$ cat src/rtl/sprite_pkg.sv
// sprite_pkg: shared sprite ROM geometry, transparent colour key and arbiter state encoding
package sprite_pkg;
    localparam int SPRITE_DIM = 16;
    localparam int SPRITE_ADDR_W = 4;
    localparam int COLOR_W = 8;
    localparam logic [COLOR_W-1:0] TRANSPARENT_COLOR = 8'b10111011;
    typedef enum logic [1:0] {IDLE, ISSUE, DRAIN} arb_state_e;
endpackage

$ cat src/rtl/enemy_rom_arbiter_if.sv
// enemy_rom_arbiter_if: requester, sprite ROM and pixel-stream signals of the enemy ROM arbiter
interface enemy_rom_arbiter_if
    import sprite_pkg::*;
#(
    parameter int N_REQ = 4
);
    localparam int ID_W = $clog2(N_REQ);
    logic [N_REQ-1:0]               req;
    logic [SPRITE_ADDR_W*N_REQ-1:0] req_row;
    logic [N_REQ-1:0]               gnt;
    logic [SPRITE_ADDR_W-1:0]       rom_row;
    logic [SPRITE_ADDR_W-1:0]       rom_col;
    logic [COLOR_W-1:0]             rom_data;
    logic                           pix_valid;
    logic [ID_W-1:0]                pix_id;
    logic [SPRITE_ADDR_W-1:0]       pix_col;
    logic [COLOR_W-1:0]             pix_data;
    logic                           pix_opaque;
    logic                           done;
    modport master (
        output req, req_row, rom_data,
        input  gnt, rom_row, rom_col, pix_valid, pix_id, pix_col, pix_data, pix_opaque, done
    );
    modport slave (
        input  req, req_row, rom_data,
        output gnt, rom_row, rom_col, pix_valid, pix_id, pix_col, pix_data, pix_opaque, done
    );
endinterface

$ cat src/rtl/rr_priority_picker.sv
// rr_priority_picker: picks the first set request at or above ptr, wrapping past N_REQ-1
module rr_priority_picker #(
    parameter int N_REQ = 4,
    parameter int ID_W = $clog2(N_REQ)
) (
    input  logic [N_REQ-1:0] req,
    input  logic [ID_W-1:0]  ptr,
    output logic [N_REQ-1:0] onehot,
    output logic [ID_W-1:0]  idx,
    output logic             any
);
    logic [N_REQ-1:0] rot;

    function automatic int wrap(input int v);
        return (v >= N_REQ) ? v - N_REQ : v;
    endfunction

    // rot[k] is the request k places above ptr, so the lowest set bit wins
    always_comb begin
        rot = N_REQ'({req, req} >> ptr);
        idx = '0;
        any = |req;
        for (int k = N_REQ - 1; k >= 0; k--)
            if (rot[k]) idx = ID_W'(wrap(int'(ptr) + k));
        onehot = any ? N_REQ'(1) << idx : '0;
    end
endmodule

$ cat src/rtl/enemy_rom_arbiter.sv
// enemy_rom_arbiter: round-robin sharing of the enemy sprite ROM, one 16-pixel row burst per grant
module enemy_rom_arbiter
    import sprite_pkg::*;
#(
    parameter int N_REQ = 4,
    localparam int ID_W = $clog2(N_REQ)
) (
    input logic                clk,
    input logic                reset_n,
    enemy_rom_arbiter_if.slave bus
);
    localparam logic [SPRITE_ADDR_W-1:0] COL_LAST = SPRITE_ADDR_W'(SPRITE_DIM - 1);

    arb_state_e               state_q, state_d;
    logic [N_REQ-1:0]         gnt_q, gnt_d, win_oh;
    logic [SPRITE_ADDR_W-1:0] row_q, row_d, col_q, col_d, pix_col_q, pix_col_d;
    logic [ID_W-1:0]          id_q, id_d, ptr_q, ptr_d, win_idx;
    logic                     pix_valid_q, pix_valid_d, win_any;

    rr_priority_picker #(.N_REQ(N_REQ), .ID_W(ID_W)) u_pick (
        .req    (bus.req),
        .ptr    (ptr_q),
        .onehot (win_oh),
        .idx    (win_idx),
        .any    (win_any)
    );

    always_comb begin
        state_d = state_q;
        gnt_d = gnt_q;
        row_d = row_q;
        col_d = col_q;
        id_d = id_q;
        ptr_d = ptr_q;
        pix_valid_d = state_q == ISSUE;
        pix_col_d = col_q;
        case (state_q)
            IDLE: if (win_any) begin
                state_d = ISSUE;
                gnt_d = win_oh;
                row_d = SPRITE_ADDR_W'(bus.req_row >> (SPRITE_ADDR_W * int'(win_idx)));
                col_d = '0;
                id_d = win_idx;
                ptr_d = (int'(win_idx) == N_REQ - 1) ? '0 : win_idx + 1'b1;
            end
            ISSUE: begin
                state_d = (col_q == COL_LAST) ? DRAIN : ISSUE;
                col_d = (col_q == COL_LAST) ? col_q : col_q + 1'b1;
            end
            DRAIN: begin
                state_d = IDLE;
                gnt_d = '0;
            end
            default: state_d = IDLE;
        endcase
    end

    always_ff @(posedge clk or negedge reset_n) begin
        if (!reset_n) begin
            state_q <= IDLE;
            gnt_q <= '0;
            row_q <= '0;
            col_q <= '0;
            id_q <= '0;
            ptr_q <= '0;
            pix_valid_q <= 1'b0;
            pix_col_q <= '0;
        end else begin
            state_q <= state_d;
            gnt_q <= gnt_d;
            row_q <= row_d;
            col_q <= col_d;
            id_q <= id_d;
            ptr_q <= ptr_d;
            pix_valid_q <= pix_valid_d;
            pix_col_q <= pix_col_d;
        end
    end

    // DRAIN is the cycle the last ROM word returns, so done rides with column 15
    assign bus.gnt = gnt_q;
    assign bus.rom_row = row_q;
    assign bus.rom_col = col_q;
    assign bus.pix_valid = pix_valid_q;
    assign bus.pix_id = id_q;
    assign bus.pix_col = pix_col_q;
    assign bus.pix_data = bus.rom_data;
    assign bus.pix_opaque = pix_valid_q && (bus.rom_data != TRANSPARENT_COLOR);
    assign bus.done = state_q == DRAIN;
endmodule

$ cat src/flat_wrapper.sv
// flat-port wrapper written by rule: the top's interface ports become plain ports
module enemy_rom_arbiter_flat import sprite_pkg::*;
#(
    parameter int N_REQ = 4,
    localparam int ID_W = $clog2(N_REQ)
)
  (clk, reset_n, bus_req, bus_req_row, bus_rom_data, bus_gnt, bus_rom_row, bus_rom_col, bus_pix_valid, bus_pix_id, bus_pix_col, bus_pix_data, bus_pix_opaque, bus_done);
  enemy_rom_arbiter_if #(.N_REQ(N_REQ)) bus_i ();
  input logic clk;
  input logic reset_n;
  input wire logic [$bits(bus_i.req)-1:0] bus_req;
  input wire logic [$bits(bus_i.req_row)-1:0] bus_req_row;
  input wire logic [$bits(bus_i.rom_data)-1:0] bus_rom_data;
  output wire logic [$bits(bus_i.gnt)-1:0] bus_gnt;
  output wire logic [$bits(bus_i.rom_row)-1:0] bus_rom_row;
  output wire logic [$bits(bus_i.rom_col)-1:0] bus_rom_col;
  output wire logic [$bits(bus_i.pix_valid)-1:0] bus_pix_valid;
  output wire logic [$bits(bus_i.pix_id)-1:0] bus_pix_id;
  output wire logic [$bits(bus_i.pix_col)-1:0] bus_pix_col;
  output wire logic [$bits(bus_i.pix_data)-1:0] bus_pix_data;
  output wire logic [$bits(bus_i.pix_opaque)-1:0] bus_pix_opaque;
  output wire logic [$bits(bus_i.done)-1:0] bus_done;
  assign bus_i.req = bus_req;
  assign bus_i.req_row = bus_req_row;
  assign bus_i.rom_data = bus_rom_data;
  assign bus_gnt = bus_i.gnt;
  assign bus_rom_row = bus_i.rom_row;
  assign bus_rom_col = bus_i.rom_col;
  assign bus_pix_valid = bus_i.pix_valid;
  assign bus_pix_id = bus_i.pix_id;
  assign bus_pix_col = bus_i.pix_col;
  assign bus_pix_data = bus_i.pix_data;
  assign bus_pix_opaque = bus_i.pix_opaque;
  assign bus_done = bus_i.done;
  enemy_rom_arbiter #(.N_REQ(N_REQ)) u_core (.clk(clk), .reset_n(reset_n), .bus(bus_i));
endmodule
$ cat config.mk
export PLATFORM = sky130hd
export DESIGN_NAME = enemy_rom_arbiter_flat
export DESIGN_NICKNAME = d
export VERILOG_FILES = /design/src/rtl/sprite_pkg.sv /design/src/rtl/enemy_rom_arbiter_if.sv /design/src/rtl/rr_priority_picker.sv /design/src/rtl/enemy_rom_arbiter.sv /design/src/flat_wrapper.sv
export SDC_FILE = /design/constraint.sdc
export NUM_CORES = 1
export LEC_CHECK = 0
export CAP_MARGIN = 10
export CELL_PAD_IN_SITES_DETAIL_PLACEMENT = 0
export CELL_PAD_IN_SITES_GLOBAL_PLACEMENT = 1
export CORE_ASPECT_RATIO = 1.2
export CORE_MARGIN = 2
export CORE_UTILIZATION = 29
export CTS_CLUSTER_DIAMETER = 40
export DETAILED_ROUTE_END_ITERATION = 12
export GPL_TIMING_DRIVEN = 0
export PLACE_DENSITY = 0.84
export SLEW_MARGIN = 20
export SYNTH_ARGS = -nofsm -noshare
export SYNTH_HDL_FRONTEND = slang
export SYNTH_SLANG_ARGS = --single-unit
$ cat constraint.sdc
create_clock -name clk -period 1.8 [get_ports clk]
set_clock_uncertainty 0.05 [all_clocks]
set_input_delay 0.27 -clock clk [delete_from_list [all_inputs] [get_ports clk]]
set_output_delay 0.27 -clock clk [all_outputs]
set_load 0.005 [all_outputs]
==> results of run 1 <==
area by class of cell:
type | instances | area, sq um | area share
plain buffers | 11 | 90.1 | 0.0464
flip-flops and latches | 23 | 576 | 0.296
well taps | 54 | 67.6 | 0.0348
clock buffers | 3 | 41.3 | 0.0212
repair buffers | 61 | 602 | 0.310
inverters | 8 | 35.0 | 0.0180
clock inverters | 1 | 5.00 | 0.00258
multi-input cells | 73 | 527 | 0.271
cells in the final DEF, fill, tap and decap left out, types with 3 or more instances in the layout:
master,instances
sky130_fd_sc_hd__a21oi_1,7
sky130_fd_sc_hd__clkdlybuf4s50_1,55
sky130_fd_sc_hd__inv_1,5
sky130_fd_sc_hd__nand2b_1,3
sky130_fd_sc_hd__nand2_1,20
sky130_fd_sc_hd__nor2_1,4
sky130_fd_sc_hd__o221ai_2,4
sky130_fd_sc_hd__buf_4,11
sky130_fd_sc_hd__clkbuf_8,3
sky130_fd_sc_hd__mux2i_1,7
sky130_fd_sc_hd__dfrtp_1,23
stage by stage:
step	power, mW	hold WS, ns
floorplan	1.61	-0.0756
global placement	2.23	0.353
detailed placement	2.27	0.337
CTS	2.61	0.365
global route	2.80	0.377
finish	2.58	0.363
worst max-delay path by stage:
stage	cells past startpoint	from	endpoint	slack, ns
after global routing	7	bus_req[0]	u_core.ptr_q[0]	0.01
after global placement	8	bus_req[3]	u_core.ptr_q[1]	-0.21
after floorplan	6	u_core.ptr_q[1]	u_core.bus.rom_row[0]	0.30
after detailed placement	7	bus_req[0]	u_core.bus.rom_row[0]	-0.29
final	3	u_core.state_q[0]	bus_done	0.12
after CTS	7	bus_req[0]	u_core.bus.rom_row[0]	0.01
power by group:
| part | switching (mW) | internal [mW] |
|---|---|---|
| Clock | 0.157 | 0.154 |
| Combinational | 0.571 | 0.778 |
| Sequential | 0.166 | 0.755 |
| Total | 0.895 | 1.69 |
cells by family (layout without fill, tap and decap cells):
logic type | count (synthesis) | count (layout)
DFF | 23 | 23
and+or+nand+nor | 40 | 40
adders and majority gates | 2 | 2
buffers and inverters | 19 | 84
muxes | 8 | 8
AOI/OAI and AO/OA | 23 | 23
sequential cells by signal, summed over array words and instances (netlist names):
name	flops
u_core.bus.gnt	4
u_core.state_q	2
u_core.bus.rom_row	4
u_core.bus.pix_id	2
u_core.bus.pix_col	4
u_core.ptr_q	2
u_core.bus.pix_valid	1
u_core.bus.rom_col	4
per-layer routing:
layer / share of wire / wire length (microns) / track usage / up-vias
met4: 0.0070 / 21 / 0.0444 / 0
met5: 0 / 0 / 0 / -
met3: 0.050 / 152 / 0.0269 / 2
li1: - / - / - / 523
met2: 0.53 / 1600 / 0.229 / 26
met1: 0.41 / 1240 / 0.148 / 501
what timing repair did:
item	CTS	global route
pin swaps	0	1
hold endpoints to repair	0	23
setup endpoints to repair	3	6
setup buffers	1	1
hold buffers	0	1
resized for setup	2	3
worst max-delay path, stage by stage (launching register included):
cell,delay (ns)
sky130_fd_sc_hd__dfrtp_1,0.39
sky130_fd_sc_hd__nand2b_4,0.16
sky130_fd_sc_hd__inv_2,0.07
sky130_fd_sc_hd__clkdlybuf4s50_1,0.49
==> reports/metrics.csv, run 1 <==
stage;metric;value;unit
drt;vias per std cell;4.50;
drt;number of vias in the routed layout;1052;
worst_setup_path;top fanout value on the critical path;4;
placement;number of cells in the design after placement;227;
clock_tree;sink count of the clock tree;23;
placement;DP Area;1860;sq um
floorplanning;Starting Density;0.306;
layout;fin util;0.489;
yosys;count of flip-flops with a built-in enable after synthesis;0;
timing;part of the cycle the worst path needs;0.936;
drt;number of detailed-routing iterations run before antenna repair;3;
yosys;flip-flop and latch count after synthesis;23;
clock_tree;Max clock buf depth;2;
floorplanning;Die Y-Extent;74.9;microns
run;count of max-cap constraint violations;0;
drt;Antenna Violating Nets Remaining;0;
pwr;power density normalized to cell area;1330;nW/um^2
worst_setup_path;element type at the critical path start;flop;
floorplanning;Std-Cell Core Area;3970;sq um
global_route;overall track demand over capacity in global routing;0.126;
drt;Remaining DRCs;0;
yosys;mux cell area share after synthesis;0.0658;
yosys;syn nets;147;
outcome;result of the run;completed;
yosys;post-synthesis share of cell area spent on full adders, half adders and majority gates;0.0206;
clock_tree;clock insertion delay at the later pin of the skew report;0.26;ns
yosys;top post-synthesis cells by count;sky130_fd_sc_hd__dfrtp_1 (23), sky130_fd_sc_hd__nand2_1 (20), sky130_fd_sc_hd__buf_4 (9);
yosys;mean area per synthesized cell;10.6;sq um
floorplanning;Die Area;4730;sq um
yosys;count leader, synth;sky130_fd_sc_hd__dfrtp_1;
timing;Slew Limit Headroom;0.672;
global_route;antenna violations before repair;0;
yosys;Seq/Total Area, Yosys;0.473;
yosys;share of async-settable or async-resettable flops after synthesis;1.00;
yosys;Syn Std Cell Area;1220;sq um
yosys;synthesized-area fraction occupied by ao, oa, aoi and oai cells;0.168;
timing;Setup-failing EPs final;0;
clock_tree;Num CTS Buffers;3;
timing;Worst Setup Slack, final;0.116;ns
timing;RSZ-0062 raised after global routing;no;
global_route;global route total overflow;0;
min_path;source of the worst hold timing path;u_core.bus.rom_col[3];
layout;final cell count without fillers;234;
yosys;biggest area contributors in the synthesized netlist;sky130_fd_sc_hd__dfrtp_1 (47%), sky130_fd_sc_hd__mux2i_1 (6.6%), sky130_fd_sc_hd__nand2_1 (6.2%);
clock_tree;depth of the CTS H-tree;1;
clock_tree;clk root buf;sky130_fd_sc_hd__clkbuf_8;
global_route;number of global-route vias before repair;1083;
layout;fill cell count;389;
clock_tree;clock transition time at the flip-flop clock pins of the worst setup and hold paths;0.08;ns
timing;final hold violation count;0;
yosys;Post-Syn Instances;115;
worst_setup_path;endpoint of the most critical register-to-register path;u_core.bus.rom_row[0];
yosys;Main synth FF type;sky130_fd_sc_hd__dfrtp_1;
pwr;Worst VDD drop;0.000791;V
floorplanning;number of top-level pins;59;
yosys;number of unique standard cell types used by synthesis;32;
yosys;main combinational cell family by area after synthesis;simple AND/OR/NAND/NOR gates;
drt;average wire length per cell after detail routing;12.9;microns
yosys;total number of yosys warnings;0;
global_route;maximum number of pins on one net before global-route repair;24;
layout;synthesis-to-finish area growth;59.8;%
yosys;share of the synthesized area in the top cell type;0.473;
placement;setup slack after placement;-0.288;ns
layout;# diodes;0;
timing;maximum operating frequency;594;MHz
worst_setup_path;reg-to-reg setup timing slack;0.20;ns
layout;share of cells above drive strength 1;0.189;
drt;Total Wirelength;3020;microns
placement;global placement routability congestion;0.744;
worst_setup_path;kind of critical path;flop to primary output;
min_path;Hold Path Cell Cnt;0;
timing;number of pins with negative max-slew slack in the final report;0;
layout;NumNets Final;213;
timing;time the worst path needs with I/O delays and setup;1.68;ns
layout;design area;1940;sq um
worst_setup_path;count of cells along the worst register-to-register path;6;
worst_setup_path;endpoint arrival time on the critical path;1.36;ns
placement;number of buffer cells added on primary ports;58;
worst_setup_path;required time of the critical path;1.48;ns
pwr;cell leakage power;0.861;nW
worst_setup_path;r2r startpoint;u_core.ptr_q[1];
timing;actual slew at the worst max-slew pin;0.490;ns
floorplanning;die extent in x;63.1;microns
min_path;endpoint of the worst hold path;u_core.bus.pix_col[3];
yosys;cell type contributing the most total cell area after synthesis;sky130_fd_sc_hd__dfrtp_1;
clock_tree;CTS tree;built;
drt;DRT iter0 DRCs;31;
yosys;simple-gate share of the synthesized area;0.170;
timing;aggregate negative setup slack;0;ns
global_route;global-route wire length before repair;4730;microns
floorplanning;number of placement rows;25;
worst_setup_path;CP Capture Type;primary output;
min_path;class of the tightest hold or removal check;flop to flop;
yosys;area share of xor/xnor cells in the synthesized design;0;
placement;post-DP HPWL;2390;microns
No activity file was read; power rests on OpenSTA's default activity.
==> run 2, diff against run 1 <==
--- a/config.mk
+++ b/config.mk
@@ -5,6 +5,7 @@
 export SDC_FILE = /design/constraint.sdc
 export NUM_CORES = 1
 export LEC_CHECK = 0
+export ABC_CLOCK_PERIOD_IN_PS = 1800
 export CAP_MARGIN = 10
 export CELL_PAD_IN_SITES_DETAIL_PLACEMENT = 0
 export CELL_PAD_IN_SITES_GLOBAL_PLACEMENT = 1
@@ -14,7 +15,7 @@
 export CTS_CLUSTER_DIAMETER = 40
 export DETAILED_ROUTE_END_ITERATION = 12
 export GPL_TIMING_DRIVEN = 0
-export PLACE_DENSITY = 0.84
+export PLACE_DENSITY = 0.81
 export SLEW_MARGIN = 20
 export SYNTH_ARGS = -nofsm -noshare
 export SYNTH_HDL_FRONTEND = slang
==> reports/metrics.csv, run 2 (synthesis gave the netlist of run 1 again) <==
stage;metric;value;unit
layout;NumNets Final;214;
clock_tree;Max clock buf depth;2;
timing;RSZ-0062 raised after global routing;yes;
run;count of max-cap constraint violations;0;
pwr;power consumption;2.61;mW
layout;synthesis-to-finish area growth;61.1;%
global_route;global-route wire length before repair;5090;microns
floorplanning;Std-Cell Core Area;3970;sq um
timing;Worst Setup Slack, final;0.0430;ns
global_route;maximum number of pins on one net before global-route repair;24;
outcome;result of the run;completed;
timing;time the worst path needs with I/O delays and setup;1.76;ns
global_route;number of global-route vias before repair;1138;
floorplanning;number of placement rows;25;
pwr;cell leakage power;0.876;nW
clock_tree;clock insertion delay at the later pin of the skew report;0.25;ns
layout;fin util;0.493;
layout;most frequent standard cell in the layout excluding fill and tap cells;sky130_fd_sc_hd__clkdlybuf4s50_1;
placement;post-DP HPWL;2510;microns
placement;DP Area;1860;sq um
layout;fill cell count;400;
drt;number of detailed-routing iterations run before antenna repair;3;
clock_tree;clk root buf;sky130_fd_sc_hd__clkbuf_8;
global_route;antenna violations before repair;0;
timing;number of pins with negative max-slew slack in the final report;0;
timing;aggregate negative setup slack;0;ns
drt;Remaining DRCs;0;
clock_tree;depth of the CTS H-tree;1;
layout;final cell count without fillers;235;
placement;global placement routability congestion;0.719;
drt;Antenna Violating Nets Remaining;0;
floorplanning;Starting Density;0.306;
drt;average wire length per cell after detail routing;13.5;microns
worst_setup_path;CP Capture Type;flop;
layout;share of cells above drive strength 1;0.188;
global_route;global route total overflow;0;
worst_setup_path;required time of the critical path;1.88;ns
drt;vias per std cell;4.57;
layout;leading cell types in the layout, fill and taps excluded;sky130_fd_sc_hd__clkdlybuf4s50_1 (54), sky130_fd_sc_hd__dfrtp_1 (23), sky130_fd_sc_hd__nand2_1 (20);
timing;Slew Limit Headroom;0.663;
drt;DRT iter0 DRCs;26;
drt;number of vias in the routed layout;1074;
floorplanning;die extent in x;63.1;microns
worst_setup_path;kind of critical path;primary input to flop;
layout;design area;1960;sq um
placement;number of buffer cells added on primary ports;58;
timing;hold_ws;0.363;ns
timing;actual slew at the worst max-slew pin;0.505;ns
timing;part of the cycle the worst path needs;0.976;
worst_setup_path;element type at the critical path start;primary input;
clock_tree;CTS tree;built;
clock_tree;clock transition time at the flip-flop clock pins of the worst setup and hold paths;0.07;ns
pwr;power density normalized to cell area;1330;nW/um^2
pwr;Worst VDD drop;0.000921;V
timing;final hold violation count;0;
clock_tree;Num CTS Buffers;3;
global_route;overall track demand over capacity in global routing;0.132;
floorplanning;Die Area;4730;sq um
floorplanning;number of top-level pins;59;
timing;Setup-failing EPs final;0;
floorplanning;Die Y-Extent;74.9;microns
drt;Total Wirelength;3170;microns
placement;number of cells in the design after placement;227;
timing;maximum operating frequency;569;MHz
layout;# diodes;0;
placement;setup slack after placement;-0.267;ns
min_path;class of the tightest hold or removal check;flop to flop;
worst_setup_path;top fanout value on the critical path;5;
worst_setup_path;endpoint arrival time on the critical path;1.83;ns
clock_tree;sink count of the clock tree;23;
-- run 2: cell types whose count changed in the layout (fill, tap and decap cells not counted) --
cell                              before  now
sky130_fd_sc_hd__buf_6                 2    3
sky130_fd_sc_hd__inv_2                 2    1
sky130_fd_sc_hd__clkdlybuf4s50_1      55   54
sky130_fd_sc_hd__a21oi_2               1    2
sky130_fd_sc_hd__dlymetal6s2s_1        1    2
sky130_fd_sc_hd__inv_1                 5    6
sky130_fd_sc_hd__a21oi_1               7    6
sky130_fd_sc_hd__clkinv_2              1    0
sky130_fd_sc_hd__clkbuf_1              0    1
-- run 2: what timing repair did --
action | 4_1_cts | 5_1_grt
gates cloned | 0 | 1
gates resized for setup | 1 | 8
endpoints found under the hold margin | 0 | 23
setup endpoints to repair | 2 | 7
hold buffers | 0 | 1
setup buffers | 1 | 1
pin swaps | 0 | 1
-- run 2: metal layers --
| layer | track usage | part of all wire | vias up |
|---|---|---|---|
| met5 | 0 | 0 | - |
| met4 | 0.0222 | 0 | 0 |
| met3 | 0.0344 | 0.048 | 0 |
| met2 | 0.247 | 0.56 | 24 |
| met1 | 0.157 | 0.39 | 524 |
| li1 | - | - | 526 |
-- run 2: final timing paths --
kind                                            start                     to  slack (ns)  depth (start not counted)
worst max-delay path                       bus_req[1]  u_core.bus.rom_row[2]        0.04                          7
worst min-delay path            u_core.bus.rom_col[3]  u_core.bus.pix_col[3]        0.36                          0
worst max register to register        u_core.ptr_q[1]  u_core.bus.rom_row[2]        0.13                          6
worst min register to register  u_core.bus.rom_col[3]  u_core.bus.pix_col[3]        0.36                          0
max in group asynchronous                     reset_n  u_core.bus.rom_row[0]        0.90                          2
min in group asynchronous                     reset_n  u_core.bus.rom_col[1]        0.46                          2
-- run 2: final cells by class --
type                            count  area (sq um)  share of cell area
Buffer                             11          90.1              0.0460
Clock buffer                        4          45.0              0.0230
Inverter                            8          35.0              0.0179
Multi-Input combinational cell     73           531               0.271
Sequential cell                    23           576               0.294
Tap cell                           54          67.6              0.0345
Timing Repair Buffer               62           616               0.314
-- run 2: report_power, final --
part / internal (mW) / total (mW) / switching (mW) / leakage [nW]
registers: 0.755 / 0.919 / 0.164 / 0.279
clock network: 0.157 / 0.303 / 0.146 / 0.0228
logic: 0.793 / 1.39 / 0.593 / 0.574
-- run 2: worst max-delay path, cell delays in order --
cell and delay (ns):
sky130_fd_sc_hd__clkdlybuf4s50_1 0.50, sky130_fd_sc_hd__a21oi_2 0.14, sky130_fd_sc_hd__o21ai_1 0.08, sky130_fd_sc_hd__a21oi_2 0.28, sky130_fd_sc_hd__buf_6 0.19, sky130_fd_sc_hd__mux2i_1 0.24
sky130_fd_sc_hd__o221ai_2 0.13
==> run 3, diff against run 2 <==
--- a/config.mk
+++ b/config.mk
@@ -5,18 +5,18 @@
 export SDC_FILE = /design/constraint.sdc
 export NUM_CORES = 1
 export LEC_CHECK = 0
-export ABC_CLOCK_PERIOD_IN_PS = 1800
+export ABC_CLOCK_PERIOD_IN_PS = 1500
 export CAP_MARGIN = 10
 export CELL_PAD_IN_SITES_DETAIL_PLACEMENT = 0
 export CELL_PAD_IN_SITES_GLOBAL_PLACEMENT = 1
 export CORE_ASPECT_RATIO = 1.2
 export CORE_MARGIN = 2
-export CORE_UTILIZATION = 29
+export CORE_UTILIZATION = 26
 export CTS_CLUSTER_DIAMETER = 40
 export DETAILED_ROUTE_END_ITERATION = 12
 export GPL_TIMING_DRIVEN = 0
-export PLACE_DENSITY = 0.81
-export SLEW_MARGIN = 20
+export PLACE_DENSITY = 0.77
+export SLEW_MARGIN = 5
 export SYNTH_ARGS = -nofsm -noshare
 export SYNTH_HDL_FRONTEND = slang
 export SYNTH_SLANG_ARGS = --single-unit
==> constraint.sdc (replaced) <==
create_clock -name clk -period 1.5 [get_ports clk]
set_clock_uncertainty 0.05 [all_clocks]
set_input_delay 0.225 -clock clk [delete_from_list [all_inputs] [get_ports clk]]
set_output_delay 0.225 -clock clk [all_outputs]
set_load 0.005 [all_outputs]
==> reports/metrics.csv, run 3 (synthesis gave the netlist of run 1 again) <==
stage;metric;value;unit
outcome;result of the run;finished, violations left;
outcome;failing checks;negative setup slack;
placement;DP Area;1870;sq um
pwr;Worst VDD drop;0.000790;V
floorplanning;Die Area;5240;sq um
clock_tree;cts hold-fix bufs;0;
pwr;cell leakage power;0.975;nW
drt;Remaining DRCs;0;
layout;share of cells above drive strength 1;0.325;
drt;number of detailed-routing iterations run before antenna repair;4;
timing;actual slew at the worst max-slew pin;1.07;ns
worst_setup_path;element type at the critical path start;flop;
worst_setup_path;top fanout value on the critical path;5;
global_route;antenna violations before repair;0;
pwr;power density normalized to cell area;1650;nW/um^2
timing;RSZ-0062 raised after global routing;yes;
min_path;class of the tightest hold or removal check;primary input to async pin;
timing;hold_ws;0.0956;ns
layout;area taken by flip-flops and latches;578;sq um
layout;NumNets Final;224;
floorplanning;die extent in x;66.4;microns
placement;global placement routability congestion;0.771;
global_route;number of global-route vias before repair;1110;
clock_tree;depth of the CTS H-tree;1;
global_route;global-route wire length before repair;5220;microns
run;count of max-cap constraint violations;0;
drt;average wire length per cell after detail routing;13.7;microns
clock_tree;CTS tree;built;
drt;Total Wirelength;3400;microns
worst_setup_path;CP Capture Type;flop;
layout;most frequent standard cell in the layout excluding fill and tap cells;sky130_fd_sc_hd__clkdlybuf4s50_1;
timing;Setup-failing EPs final;4;
placement;post-DP HPWL;2480;microns
global_route;maximum number of pins on one net before global-route repair;24;
layout;multi-input logic area;633;sq um
floorplanning;number of placement rows;27;
clock_tree;clock transition time at the flip-flop clock pins of the worst setup and hold paths;0.08;ns
layout;fin util;0.469;
drt;DRT iter0 DRCs;40;
placement;setup slack after placement;-0.522;ns
worst_setup_path;r2r startpoint;u_core.ptr_q[1];
drt;vias per std cell;4.53;
worst_setup_path;reg-to-reg setup timing slack;-0.03;ns
clock_tree;clk root buf;sky130_fd_sc_hd__clkbuf_8;
global_route;global route total overflow;0;
drt;number of vias in the routed layout;1128;
global_route;overall track demand over capacity in global routing;0.128;
timing;number of pins with negative max-slew slack in the final report;0;
timing;final hold violation count;0;
timing;part of the cycle the worst path needs;1.02;
timing;Worst Setup Slack, final;-0.0337;ns
drt;Antenna Violating Nets Remaining;0;
floorplanning;Die Y-Extent;78.9;microns
clock_tree;Max clock buf depth;2;
worst_setup_path;endpoint of the most critical register-to-register path;u_core.bus.rom_row[2];
worst_setup_path;required time of the critical path;1.60;ns
timing;maximum operating frequency;652;MHz
worst_setup_path;count of cells along the worst register-to-register path;6;
clock_tree;clock insertion delay at the later pin of the skew report;0.26;ns
timing;time the worst path needs with I/O delays and setup;1.53;ns
layout;leading cell types in the layout, fill and taps excluded;sky130_fd_sc_hd__clkdlybuf4s50_1 (41), sky130_fd_sc_hd__dfrtp_1 (21), sky130_fd_sc_hd__buf_4 (20);
layout;fill cell count;430;
worst_setup_path;endpoint arrival time on the critical path;1.63;ns
layout;# diodes;0;
layout;design area;2140;sq um
timing;Slew Limit Headroom;0.286;
layout;synthesis-to-finish area growth;75.8;%
floorplanning;Std-Cell Core Area;4560;sq um
worst_setup_path;launch point of the critical path;u_core.ptr_q[1];
clock_tree;sink count of the clock tree;23;
floorplanning;Starting Density;0.267;
clock_tree;Num CTS Buffers;3;
placement;number of buffer cells added on primary ports;58;
timing;aggregate negative setup slack;-0.116;ns
floorplanning;number of top-level pins;59;
worst_setup_path;kind of critical path;flop to flop;
run 3: cell count changes in the layout (fill, tap and decap cells not counted), sizes merged:
cell | before | now
buf | 15 | 25
clkinv | 1 | 2
dlygate4sd2 | 1 | 13
dlygate4sd3 | 1 | 0
clkdlybuf4s50 | 54 | 41
dlymetal6s2s | 2 | 3
run 3: critical path: stages, from the launching register on:
cell and delay, ns:
sky130_fd_sc_hd__dfrtp_1 0.40, sky130_fd_sc_hd__a21oi_2 0.12, sky130_fd_sc_hd__o21ai_1 0.07, sky130_fd_sc_hd__a21oi_2 0.23, sky130_fd_sc_hd__buf_6 0.19, sky130_fd_sc_hd__mux2i_2 0.24, sky130_fd_sc_hd__o221ai_2 0.11
run 3: metrics by stage:
| stage | cells | total power [mW] |
|---|---|---|
| floorplan | 115 | 1.93 |
| global placement | 231 | 2.68 |
| detailed placement | 231 | 2.71 |
| CTS | 243 | 3.35 |
| global route | 249 | 3.78 |
| finish | 249 | 3.52 |
run 3: area by class of cell:
cell class                 instances  share of cell area
buffer                            11              0.0439
clock buffer                       3              0.0193
tap                               58              0.0339
multi-input combinational         73               0.296
timing repair buffer              72               0.318
clock inverter                     1             0.00234
sequential                        23               0.270
inverter                           8              0.0164
run 3: how the worst max path moves through the flow:
stage / to / slack, ns
floorplan: u_core.bus.rom_row[0] / 0.003
global placement: u_core.ptr_q[1] / -0.47
detailed placement: u_core.bus.rom_row[1] / -0.52
CTS: u_core.bus.rom_row[1] / -0.08
global route: u_core.bus.rom_row[3] / -0.14
finish: u_core.bus.rom_row[2] / -0.03
run 3: per-layer routing:
metal,track usage,wire length (microns)
met5,0,0
met2,0.228,1770
met1,0.150,1370
met3,0.0198,201
met4,0.0551,56
run 3: power by group:
part           total (mW)  internal (mW)  switching [mW]  leakage (nW)
Sequential           1.08          0.908           0.173         0.277
Clock               0.382          0.185           0.197        0.0255
Combinational        2.06           1.19           0.861         0.673
Total                3.52           2.29            1.23         0.975
run 3: repair_timing:
action,CTS,global route
cloned,1,0
pin swaps,9,3
resized for setup,32,16
endpoints found under the setup margin,27,21
setup buffers,7,6
